File: src/rtl/pe_mac_sched_pkg.sv
// pe_mac_sched_pkg
//   Shared definitions for the pe MAC sequencer slice.
//   - state_t        : sequencer FSM states
//   - TIMEOUT_MARGIN : extra WAIT cycles tolerated beyond the PE latency
//   - calc_pe_lat()  : PE data_val -> psum_val latency for a given multiplier latency
package pe_mac_sched_pkg;

   typedef enum logic [2:0] {
      ST_IDLE,
      ST_FETCH,
      ST_ISSUE,
      ST_WAIT,
      ST_OUT,
      ST_DONE
   } state_t;

   localparam int unsigned TIMEOUT_MARGIN = 3;

   // Multiplier pipeline plus the PE output register.
   function automatic int unsigned calc_pe_lat(input int unsigned mul_lat);
      return mul_lat + 1;
   endfunction

endpackage

File: src/rtl/pe_mac_sched_if.sv
// pe_mac_sched_if
//   Bundles the sequencer's datapath-side connections:
//   - data / weight buffer read ports (address, read enable, read data)
//   - PE operand, psum and strobe lines, plus the PE psum return
//   - result valid/ready port toward the output buffer
//   master : sequencer side
//   slave  : buffers / PE / output-buffer side
interface pe_mac_sched_if #(
   parameter int unsigned BIT_WIDTH  = 8,
   parameter int unsigned ADDR_WIDTH = 10
) ();

   // Buffer read ports
   logic [ADDR_WIDTH-1:0] o_data_addr;
   logic                  o_data_rd;
   logic [BIT_WIDTH-1:0]  i_data_rdata;
   logic [ADDR_WIDTH-1:0] o_weight_addr;
   logic                  o_weight_rd;
   logic [BIT_WIDTH-1:0]  i_weight_rdata;

   // PE connections
   logic [BIT_WIDTH-1:0]  o_pe_data;
   logic [BIT_WIDTH-1:0]  o_pe_weight;
   logic                  o_pe_data_val;
   logic                  o_pe_weight_val;
   logic [BIT_WIDTH-1:0]  o_pe_psum;
   logic                  o_pe_psum_val;
   logic [BIT_WIDTH-1:0]  i_pe_psum;
   logic                  i_pe_psum_val;

   // Result port
   logic [BIT_WIDTH-1:0]  o_result;
   logic                  o_result_val;
   logic                  i_result_rdy;

   modport master (
      output o_data_addr, o_data_rd, o_weight_addr, o_weight_rd,
      output o_pe_data, o_pe_weight, o_pe_data_val, o_pe_weight_val,
      output o_pe_psum, o_pe_psum_val,
      output o_result, o_result_val,
      input  i_data_rdata, i_weight_rdata,
      input  i_pe_psum, i_pe_psum_val,
      input  i_result_rdy
   );

   modport slave (
      input  o_data_addr, o_data_rd, o_weight_addr, o_weight_rd,
      input  o_pe_data, o_pe_weight, o_pe_data_val, o_pe_weight_val,
      input  o_pe_psum, o_pe_psum_val,
      input  o_result, o_result_val,
      output i_data_rdata, i_weight_rdata,
      output i_pe_psum, i_pe_psum_val,
      output i_result_rdy
   );

endinterface

File: src/rtl/pe_mac_addr_gen.sv
// pe_mac_addr_gen
//   Tap / output counters and buffer address generation for pe_mac_sched.
//   Ports:
//     clk, rst      : clock, asynchronous active-high reset
//     load          : latch len / num_out / base and clear both counters
//     len, num_out  : K (taps per output) and N (outputs per job)
//     base          : data buffer base address
//     tap_inc       : advance to the next tap of the current output
//     out_inc       : advance to the next output, restart at tap 0
//     data_addr     : base + out_cnt + tap_cnt (wraps at 2^ADDR_WIDTH)
//     weight_addr   : tap_cnt
//     last_tap      : tap_cnt == K-1
//     last_out      : out_cnt == N-1
module pe_mac_addr_gen #(
   parameter int unsigned ADDR_WIDTH = 10,
   parameter int unsigned LEN_WIDTH  = 8
) (
   input  logic                  clk,
   input  logic                  rst,
   input  logic                  load,
   input  logic [LEN_WIDTH-1:0]  len,
   input  logic [LEN_WIDTH-1:0]  num_out,
   input  logic [ADDR_WIDTH-1:0] base,
   input  logic                  tap_inc,
   input  logic                  out_inc,
   output logic [ADDR_WIDTH-1:0] data_addr,
   output logic [ADDR_WIDTH-1:0] weight_addr,
   output logic                  last_tap,
   output logic                  last_out
);

   logic [LEN_WIDTH-1:0]  len_q;
   logic [LEN_WIDTH-1:0]  num_q;
   logic [ADDR_WIDTH-1:0] base_q;
   logic [LEN_WIDTH-1:0]  tap_cnt;
   logic [LEN_WIDTH-1:0]  out_cnt;

   always_ff @(posedge clk or posedge rst) begin
      if (rst) begin
         len_q   <= '0;
         num_q   <= '0;
         base_q  <= '0;
         tap_cnt <= '0;
         out_cnt <= '0;
      end else if (load) begin
         len_q   <= len;
         num_q   <= num_out;
         base_q  <= base;
         tap_cnt <= '0;
         out_cnt <= '0;
      end else if (out_inc) begin
         out_cnt <= out_cnt + LEN_WIDTH'(1);
         tap_cnt <= '0;
      end else if (tap_inc) begin
         tap_cnt <= tap_cnt + LEN_WIDTH'(1);
      end
   end

   // Stride-1 window: output o, tap t reads data[base + o + t].
   assign data_addr   = base_q + ADDR_WIDTH'(out_cnt) + ADDR_WIDTH'(tap_cnt);
   assign weight_addr = ADDR_WIDTH'(tap_cnt);

   // Only consulted mid-job, where K and N are known to be non-zero.
   assign last_tap = (tap_cnt == len_q - LEN_WIDTH'(1));
   assign last_out = (out_cnt == num_q - LEN_WIDTH'(1));

endmodule

File: src/rtl/pe_mac_sched.sv
// pe_mac_sched
//   Sequencer for one pe MAC element. Computes N outputs of a stride-1 1-D
//   sliding dot product of length K: per tap it reads one data and one weight
//   operand, issues a MAC to the PE with the running sum on o_pe_psum, and
//   captures the PE result back into the accumulator. Each finished sum is
//   offered on a valid/ready result port.
//   Ports:
//     clk, rst         : clock, asynchronous active-high reset
//     i_start          : start pulse, honoured only when idle
//     i_len, i_num_out : K and N, latched at start
//     i_data_base      : data buffer base address, latched at start
//     o_busy           : job in progress (through the DONE cycle)
//     o_done           : one-cycle end-of-job pulse
//     o_err            : sticky PE-timeout flag, cleared by the next start
//     bus              : buffer / PE / result connections (master side)
module pe_mac_sched
   import pe_mac_sched_pkg::*;
#(
   parameter int unsigned BIT_WIDTH  = 8,
   parameter int unsigned MUL_LAT    = 3,
   parameter int unsigned ADDR_WIDTH = 10,
   parameter int unsigned LEN_WIDTH  = 8
) (
   input  logic                  clk,
   input  logic                  rst,
   input  logic                  i_start,
   input  logic [LEN_WIDTH-1:0]  i_len,
   input  logic [LEN_WIDTH-1:0]  i_num_out,
   input  logic [ADDR_WIDTH-1:0] i_data_base,
   output logic                  o_busy,
   output logic                  o_done,
   output logic                  o_err,
   pe_mac_sched_if.master        bus
);

   localparam int unsigned PE_LAT     = calc_pe_lat(MUL_LAT);
   localparam int unsigned WAIT_LIMIT = PE_LAT + TIMEOUT_MARGIN;
   localparam int unsigned WAIT_W     = $clog2(WAIT_LIMIT + 1);

   state_t                 state_q, state_d;
   logic [BIT_WIDTH-1:0]   acc_q;
   logic [WAIT_W-1:0]      wait_cnt_q;
   logic                   err_q;

   logic                   ag_load, ag_tap_inc, ag_out_inc;
   logic                   acc_clr, acc_ld;
   logic                   wait_clr, wait_inc;
   logic                   err_clr, err_set;
   logic [ADDR_WIDTH-1:0]  ag_data_addr, ag_weight_addr;
   logic                   last_tap, last_out;

   pe_mac_addr_gen #(
      .ADDR_WIDTH (ADDR_WIDTH),
      .LEN_WIDTH  (LEN_WIDTH)
   ) u_addr_gen (
      .clk         (clk),
      .rst         (rst),
      .load        (ag_load),
      .len         (i_len),
      .num_out     (i_num_out),
      .base        (i_data_base),
      .tap_inc     (ag_tap_inc),
      .out_inc     (ag_out_inc),
      .data_addr   (ag_data_addr),
      .weight_addr (ag_weight_addr),
      .last_tap    (last_tap),
      .last_out    (last_out)
   );

   always_ff @(posedge clk or posedge rst) begin
      if (rst) begin
         state_q    <= ST_IDLE;
         acc_q      <= '0;
         wait_cnt_q <= '0;
         err_q      <= 1'b0;
      end else begin
         state_q <= state_d;

         if (acc_clr)
            acc_q <= '0;
         else if (acc_ld)
            acc_q <= bus.i_pe_psum;

         if (wait_clr)
            wait_cnt_q <= '0;
         else if (wait_inc)
            wait_cnt_q <= wait_cnt_q + WAIT_W'(1);

         if (err_clr)
            err_q <= 1'b0;
         else if (err_set)
            err_q <= 1'b1;
      end
   end

   always_comb begin
      state_d    = state_q;
      ag_load    = 1'b0;
      ag_tap_inc = 1'b0;
      ag_out_inc = 1'b0;
      acc_clr    = 1'b0;
      acc_ld     = 1'b0;
      wait_clr   = 1'b0;
      wait_inc   = 1'b0;
      err_clr    = 1'b0;
      err_set    = 1'b0;

      o_busy = (state_q != ST_IDLE);
      o_done = 1'b0;

      bus.o_data_addr     = '0;
      bus.o_data_rd       = 1'b0;
      bus.o_weight_addr   = '0;
      bus.o_weight_rd     = 1'b0;
      bus.o_pe_data       = '0;
      bus.o_pe_weight     = '0;
      bus.o_pe_data_val   = 1'b0;
      bus.o_pe_weight_val = 1'b0;
      bus.o_pe_psum       = '0;
      bus.o_pe_psum_val   = 1'b0;
      bus.o_result        = '0;
      bus.o_result_val    = 1'b0;

      case (state_q)
         ST_IDLE: begin
            if (i_start) begin
               ag_load = 1'b1;
               acc_clr = 1'b1;
               err_clr = 1'b1;
               if (i_len == '0 || i_num_out == '0)
                  state_d = ST_DONE;
               else
                  state_d = ST_FETCH;
            end
         end

         ST_FETCH: begin
            bus.o_data_rd     = 1'b1;
            bus.o_weight_rd   = 1'b1;
            bus.o_data_addr   = ag_data_addr;
            bus.o_weight_addr = ag_weight_addr;
            state_d           = ST_ISSUE;
         end

         ST_ISSUE: begin
            bus.o_pe_data       = bus.i_data_rdata;
            bus.o_pe_weight     = bus.i_weight_rdata;
            bus.o_pe_data_val   = 1'b1;
            bus.o_pe_weight_val = 1'b1;
            bus.o_pe_psum       = acc_q;
            bus.o_pe_psum_val   = 1'b1;
            wait_clr            = 1'b1;
            state_d             = ST_WAIT;
         end

         ST_WAIT: begin
            // The PE adds i_psum combinationally at its output, so acc must
            // stay on the bus for as long as the result may arrive.
            bus.o_pe_psum = acc_q;
            if (bus.i_pe_psum_val) begin
               acc_ld = 1'b1;
               if (last_tap) begin
                  state_d = ST_OUT;
               end else begin
                  ag_tap_inc = 1'b1;
                  state_d    = ST_FETCH;
               end
            end else if (wait_cnt_q == WAIT_W'(WAIT_LIMIT - 1)) begin
               // WAIT_LIMIT-th WAIT cycle without a PE result: abort.
               err_set = 1'b1;
               state_d = ST_DONE;
            end else begin
               wait_inc = 1'b1;
            end
         end

         ST_OUT: begin
            bus.o_result     = acc_q;
            bus.o_result_val = 1'b1;
            if (bus.i_result_rdy) begin
               ag_out_inc = 1'b1;
               acc_clr    = 1'b1;
               state_d    = last_out ? ST_DONE : ST_FETCH;
            end
         end

         ST_DONE: begin
            o_done  = 1'b1;
            state_d = ST_IDLE;
         end

         default: state_d = ST_IDLE;
      endcase
   end

   assign o_err = err_q;

endmodule

File: src/flat_wrapper.sv
// flat-port wrapper written by rule: the top's interface ports become plain ports
module pe_mac_sched_flat import pe_mac_sched_pkg::*;
#(
   parameter int unsigned BIT_WIDTH  = 8,
   parameter int unsigned MUL_LAT    = 3,
   parameter int unsigned ADDR_WIDTH = 10,
   parameter int unsigned LEN_WIDTH  = 8
)
  (clk, rst, i_start, i_len, i_num_out, i_data_base, o_busy, o_done, o_err, bus_o_data_addr, bus_o_data_rd, bus_o_weight_addr, bus_o_weight_rd, bus_o_pe_data, bus_o_pe_weight, bus_o_pe_data_val, bus_o_pe_weight_val, bus_o_pe_psum, bus_o_pe_psum_val, bus_o_result, bus_o_result_val, bus_i_data_rdata, bus_i_weight_rdata, bus_i_pe_psum, bus_i_pe_psum_val, bus_i_result_rdy);
  pe_mac_sched_if #(.BIT_WIDTH(BIT_WIDTH), .ADDR_WIDTH(ADDR_WIDTH)) bus_i ();
  input  logic clk;
  input  logic rst;
  input  logic i_start;
  input  logic [LEN_WIDTH-1:0] i_len;
  input  logic [LEN_WIDTH-1:0] i_num_out;
  input  logic [ADDR_WIDTH-1:0] i_data_base;
  output logic o_busy;
  output logic o_done;
  output logic o_err;
  output wire logic [$bits(bus_i.o_data_addr)-1:0] bus_o_data_addr;
  output wire logic [$bits(bus_i.o_data_rd)-1:0] bus_o_data_rd;
  output wire logic [$bits(bus_i.o_weight_addr)-1:0] bus_o_weight_addr;
  output wire logic [$bits(bus_i.o_weight_rd)-1:0] bus_o_weight_rd;
  output wire logic [$bits(bus_i.o_pe_data)-1:0] bus_o_pe_data;
  output wire logic [$bits(bus_i.o_pe_weight)-1:0] bus_o_pe_weight;
  output wire logic [$bits(bus_i.o_pe_data_val)-1:0] bus_o_pe_data_val;
  output wire logic [$bits(bus_i.o_pe_weight_val)-1:0] bus_o_pe_weight_val;
  output wire logic [$bits(bus_i.o_pe_psum)-1:0] bus_o_pe_psum;
  output wire logic [$bits(bus_i.o_pe_psum_val)-1:0] bus_o_pe_psum_val;
  output wire logic [$bits(bus_i.o_result)-1:0] bus_o_result;
  output wire logic [$bits(bus_i.o_result_val)-1:0] bus_o_result_val;
  input wire logic [$bits(bus_i.i_data_rdata)-1:0] bus_i_data_rdata;
  input wire logic [$bits(bus_i.i_weight_rdata)-1:0] bus_i_weight_rdata;
  input wire logic [$bits(bus_i.i_pe_psum)-1:0] bus_i_pe_psum;
  input wire logic [$bits(bus_i.i_pe_psum_val)-1:0] bus_i_pe_psum_val;
  input wire logic [$bits(bus_i.i_result_rdy)-1:0] bus_i_result_rdy;
  assign bus_o_data_addr = bus_i.o_data_addr;
  assign bus_o_data_rd = bus_i.o_data_rd;
  assign bus_o_weight_addr = bus_i.o_weight_addr;
  assign bus_o_weight_rd = bus_i.o_weight_rd;
  assign bus_o_pe_data = bus_i.o_pe_data;
  assign bus_o_pe_weight = bus_i.o_pe_weight;
  assign bus_o_pe_data_val = bus_i.o_pe_data_val;
  assign bus_o_pe_weight_val = bus_i.o_pe_weight_val;
  assign bus_o_pe_psum = bus_i.o_pe_psum;
  assign bus_o_pe_psum_val = bus_i.o_pe_psum_val;
  assign bus_o_result = bus_i.o_result;
  assign bus_o_result_val = bus_i.o_result_val;
  assign bus_i.i_data_rdata = bus_i_data_rdata;
  assign bus_i.i_weight_rdata = bus_i_weight_rdata;
  assign bus_i.i_pe_psum = bus_i_pe_psum;
  assign bus_i.i_pe_psum_val = bus_i_pe_psum_val;
  assign bus_i.i_result_rdy = bus_i_result_rdy;
  pe_mac_sched #(.BIT_WIDTH(BIT_WIDTH), .MUL_LAT(MUL_LAT), .ADDR_WIDTH(ADDR_WIDTH), .LEN_WIDTH(LEN_WIDTH)) u_core (.clk(clk), .rst(rst), .i_start(i_start), .i_len(i_len), .i_num_out(i_num_out), .i_data_base(i_data_base), .o_busy(o_busy), .o_done(o_done), .o_err(o_err), .bus(bus_i));
endmodule
File: config.mk
export PLATFORM = sky130hd
export DESIGN_NAME = pe_mac_sched_flat
export DESIGN_NICKNAME = d
export VERILOG_FILES = /design/src/rtl/pe_mac_sched_pkg.sv /design/src/rtl/pe_mac_sched_if.sv /design/src/rtl/pe_mac_addr_gen.sv /design/src/rtl/pe_mac_sched.sv /design/src/flat_wrapper.sv
export SDC_FILE = /design/constraint.sdc
export NUM_CORES = 1
export LEC_CHECK = 0
export ABC_AREA = 1
export CORE_AREA = 2 2 100 102
export CTS_CLUSTER_DIAMETER = 120
export DETAILED_ROUTE_END_ITERATION = 10
export DIE_AREA = 0 0 102 104
export PLACE_DENSITY = 0.79
export SKIP_LAST_GASP = 1
export SLEW_MARGIN = 10
export SYNTH_ARGS = -nofsm -noshare
export SYNTH_HDL_FRONTEND = slang
export SYNTH_SLANG_ARGS = --single-unit
File: constraint.sdc
create_clock -name clk -period 3.1 [get_ports clk]
set_input_delay 0.93 -clock clk [delete_from_list [all_inputs] [get_ports clk]]
set_output_delay 0.93 -clock clk [all_outputs]
set_load 0.01 [all_outputs]
* Word-level counts from Yosys, hierarchy flattened
Index checks and enable logic that the tools add are counted.
Operators by class: muxes and demuxes 45, $add $sub $neg 7, equal/unequal tests 11, reduce and logical (&&, ||, !) cells 12
Operators with widths (number):
- 8-bit two-way mux | 12
- 3-bit two-way mux | 9
- 1-bit two-way mux | 21
- 10-bit by 8-bit adder with 10-bit output | 2
- 8-bit by 1-bit adder with 8-bit output (second input constant) | 2
- 8-bit equality test | 2
- 8-bit logical NOT | 2
- 8-bit by 1-bit subtractor with 8-bit output (second input constant) | 2
- 3-bit case mux with 5 select lines | 1
- 10-bit two-way mux | 1
- 3-bit equality test (second input constant) | 3
- 2-bit nonzero test | 4
- 3-bit by 2-bit equality test with 1-bit output (second input constant) | 2
- 3-bit nonzero test | 2
- 2-bit inequality test (second input constant) | 2
- 3-bit by 1-bit adder with 3-bit output (second input constant) | 1
- 3-bit by 1-bit equality test with 1-bit output (second input constant) | 1
- 3-bit logical NOT | 1
- 3-bit by 2-bit inequality test with 1-bit output (second input constant) | 1
- 3-bit AND reduction | 1
- 1-bit case mux with 2 select lines | 1
- 2-bit OR reduction | 1
- 1-bit logical OR | 1
Storage, ports and cells: logic and storage cells 84, register bits after elaboration 57

* Longest topological paths before layout
depth after elaboration 8, mapped depth 15

* Modules after synthesis
Synthesis repeated with hierarchy kept, for this count alone.
Second synthesis, totals: cells, all modules 612, area, all modules 4196.5 um^2
Modules (own cells, without submodules):
- pe_mac_addr_gen | times used 1, cells an instance 384, seq. area each 1051.0 um^2, area each 2884.0 um^2
- pe_mac_sched | times used 1, cells an instance 228, seq. area each 375.4 um^2, area each 1312.5 um^2

* Worst setup path before layout
Ideal clock, no wire load.
path type register to output, start register u_core.u_addr_gen.out_cnt[1], end output bus_o_data_addr[7], slack -0.191 ns, data arrival time 2.361 ns, cell stages (with the launch flop) 13, path through dfrtp_1 fa_1 ha_1 inv_1 fa_1 inv_1 a21oi_1 o21ai_0 nand2_1 nand2_1 a21oi_1 xor2_1 nor2_1
Between the ends: word-level cells in the longest chain between the ends 3
RTL lines:
- start, declared | RTL line pe_mac_addr_gen.sv:36 | logic [LEN_WIDTH-1:0] out_cnt;
- start signal, assigned | RTL line pe_mac_addr_gen.sv:52 | out_cnt <= out_cnt + LEN_WIDTH'(1);
- 10-bit by 8-bit adder with 10-bit output (2 in a row) | RTL line pe_mac_addr_gen.sv:60 | assign data_addr = base_q + ADDR_WIDTH'(out_cnt) + ADDR_WIDTH'(tap_cnt);
- 10-bit two-way mux | RTL line pe_mac_sched.sv:124 | case (state_q)
- end, declared | RTL line flat_wrapper.sv:20 | output wire logic [$bits(bus_i.o_data_addr)-1:0] bus_o_data_addr;
Every way passes these cells.

* Final worst setup path
start register u_core.u_addr_gen.tap_cnt[1], end output bus_o_data_addr[9]
Between the ends: word-level cells in the longest chain between the ends 2
RTL lines:
- start, declared | RTL line pe_mac_addr_gen.sv:35 | logic [LEN_WIDTH-1:0] tap_cnt;
- start signal, assigned | RTL line pe_mac_addr_gen.sv:55 | tap_cnt <= tap_cnt + LEN_WIDTH'(1);
- 10-bit by 8-bit adder with 10-bit output | RTL line pe_mac_addr_gen.sv:60
- 10-bit two-way mux | RTL line pe_mac_sched.sv:124
Every way passes these cells.

==> metrics.csv <==
stage;metric;value;unit
logic_synthesis;yosysTopAreaCellShare;34.70;%
clock_network;cts-root-buf;clkbuf_8;
clock_network;clk_pin_slew_worst_paths;70;ps
logic_synthesis;yosysTopAreaCell;dfrtp_1;
floorplanning;pin_count;116;
power_and_ir_drop;leakage;2.953;nW
detailed_routing;wl_per_cell;13.11;um
cells_and_area;antenna_cells;0;
sta;fmax;0.2715;GHz
critical_path;arrival;2750;ps
floorplanning;die_area;10610;um2
cells_and_area;drive_gt1_share;15.48;%
critical_path;worstSetupPathType;flop to output pin;
cells_and_area;instances_no_fill;863;
critical_path;cp_slowest_cell;fa_1;
run_status;violations;setup timing;
placement;port_buffers;113;
power_and_ir_drop;peakVddDrop;0.3790;mV
detailed_routing;drtIter0Drc;166;
critical_path;endpoint_kind;output pin;
power_and_ir_drop;p_per_area;845.6;nW/um2
sta;worstMarginPinSlew;567.8;ps
placement;dp_slack;-598.2;ps
critical_path;critical_path.max_stage_delay;540;ps
global_routing;antenna_found_initial;0;
logic_synthesis;synth_most_common_cell;nand2_1;
min_path;min_path_type;flop to flop;
logic_synthesis;ys_seq_elements;57;
sta;min_period;3683;ps
clock_network;clkLatencyLatePin;340;ps
sta;holdWs;492.8;ps
sta;fin_skew;9.104;ps
critical_path;crit_chain;fa_1 -> ha_2 -> inv_2 -> fa_2 -> inv_2 -> a21oi_4 -> o21ai_2 -> buf_4 -> nand4_1 -> a21oi_1 -> nor2_2 -> buf_2;
critical_path;path_delay_family;adder cells;
global_routing;grt_use_total;21.82;%
placement;dp.cells;843;
critical_path;critPathMostFrequentCell;inv_2;
detailed_routing;route.detailed.drc;0;
sta;setup_ws;-583.3;ps
cells_and_area;finalNetCount;803;
detailed_routing;ant_nets;0;
sta;min_period_over_period;118.8;%
cells_and_area;syn2layout_area_growth;43.26;%
critical_path;startpoint_type;flop;
logic_synthesis;ys_seq_area_share;34.70;%
clock_network;cts_tree;yes;
floorplanning;placeableCoreArea;9549;um2
critical_path;critPathMaxFanout;2;
sta;relSlewSlack;62.09;%
sta;maxSlewViolCount;0;
logic_synthesis;syn_inst;577;
placement;routabilityCongestion;0.9004;
global_routing;grt_pass1_wl;18.57;mm
sta;rsz0062_at_grt;true;
floorplanning;row_count;36;
detailed_routing;routed_wl;11.31;mm
logic_synthesis;synthArstFlopShare;100.0;%
clock_network;clock-sinks;57;
sta;finalSetupViolCount;8;
run_status;status;finished with violations;
floorplanning;start_util;43.04;%
logic_synthesis;synth_common_cells;150 x nand2_1, 89 x inv_1, 71 x nor2_1;
sta;hold_viol;0;
global_routing;grt_overflow_total;0;
power_and_ir_drop;power;0.004979;W
placement;place_hpwl;8.562;mm
clock_network;ctsHoldBuffers;0;
logic_synthesis;yosysWarnings;0;
clock_network;cts_buffers;9;
logic_synthesis;avgSynthCellArea;7.123;um2
logic_synthesis;ys.flop_type;dfrtp_1;
logic_synthesis;synth_area_leaders;dfrtp_1 35%, nand2_1 14%, inv_1 8.1%, nor2_1 6.5%, fa_1 4.4%;
detailed_routing;vias_per_cell;4.782;
critical_path;required;2170;ps
global_routing;grt_pass1_vias;4121;
logic_synthesis;synthDistinctLibCells;39;
global_routing;grt_max_degree;35;
critical_path;crit_buf_inv;4;
floorplanning;die_w;102;um
detailed_routing;first_pass_iters;4;
clock_network;cts_max_level;3;
flow_run;maxCapViolations;0;
logic_synthesis;synth_edf_count;0;
clock_network;cts_buffer_depth;2;
logic_synthesis;syn_area;4110;um2
cells_and_area;nFillCells;830;
detailed_routing;via_count;4127;
floorplanning;die_y;104;um
cells by family after synthesis:
logic type | synth area share, %
adder cells (fa/ha/maj) | 8.645
AND/OR/NAND/NOR | 34.00
AO/OA/AOI/OAI | 8.858
buffers and inverters | 11.23
flip-flops | 34.70
other | 0.09124
XOR/XNOR | 2.466
cell usage in the layout, fill, tap and decap left out, types with 7 or more instances in the layout:
master and instances:
nor3_1 7, inv_2 11, nor4_1 8, buf_4 36, clkdlybuf4s50_1 104, nand3_1 33
nand2_2 8, inv_1 85, nor2_1 69, dfrtp_1 57, clkbuf_8 11, ha_1 12
nand2_1 150, fa_1 8, o21ai_0 32, buf_2 7, a21oi_1 21
path summary, 6_finish.rpt:
kind,cells past startpoint,slack [ps],to,from
worst max register to register,15,1050,u_core.u_addr_gen.tap_cnt[3],u_core.u_addr_gen.len_q[0]
max in group asynchronous,3,1540,u_core.u_addr_gen.len_q[7],rst
worst min-delay path,1,490,u_core.wait_cnt_q[2],u_core.wait_cnt_q[2]
worst min register to register,1,490,u_core.wait_cnt_q[2],u_core.wait_cnt_q[2]
worst max-delay path,12,-580,bus_o_data_addr[9],u_core.u_addr_gen.tap_cnt[1]
min in group asynchronous,2,970,u_core.acc_q[7],rst
registers in the layout, indices dropped and copies added, names as in the netlist:
name / flops
u_core.acc_q: 8
u_core.state_q: 3
u_core.u_addr_gen.out_cnt: 8
u_core.u_addr_gen.len_q: 8
u_core.u_addr_gen.base_q: 10
u_core.u_addr_gen.num_q: 8
u_core.u_addr_gen.tap_cnt: 8
u_core.o_err: 1
u_core.wait_cnt_q: 3
through the flow:
step	TNS (ps)	utilization, %	cell area [um2]
2_1_floorplan	-24.06	-	4129
3_3_place_gp	-2374	58.77	5612
3_5_place_dp	-3078	58.77	5612
4_1_cts	-2720	61.27	5851
5_1_grt	-3625	61.66	5888
6_report	-2925	61.66	5888
timing repair:
| action | in CTS | in global routing |
|---|---|---|
| pin swaps | 14 | 6 |
| gates resized for setup | 40 | 6 |
| setup buffers | 2 | 2 |
| endpoints found under the setup margin | 25 | 24 |
layer usage:
layer	up-vias	routed length [um]	share of wire (%)	track usage [%]
met5	-	0	0	0
met1	1905	4708	42	25.68
met3	23	506	4.5	5.175
li1	2093	-	-	-
met4	0	237	2.1	7.714
met2	106	5857	52	38.20
cell type report:
class	instances	area, um2	area share, %
Clock buffer	11	151.4	2.571
Clock inverter	5	77.57	1.317
Inverter	99	381.6	6.481
Multi-Input combinational cell	407	2290	38.89
Sequential cell	57	1426	24.22
Tap cell	133	166.4	2.826
Timing Repair Buffer	151	1395	23.69
report_power, final:
part,internal [W],switching (W)
combinational,0.00124,0.00168
clock,0.000493,0.000314
sequential,0.00103,0.000223
total,0.00276,0.00222
Note: power is estimated with default switching activity, not from simulation.
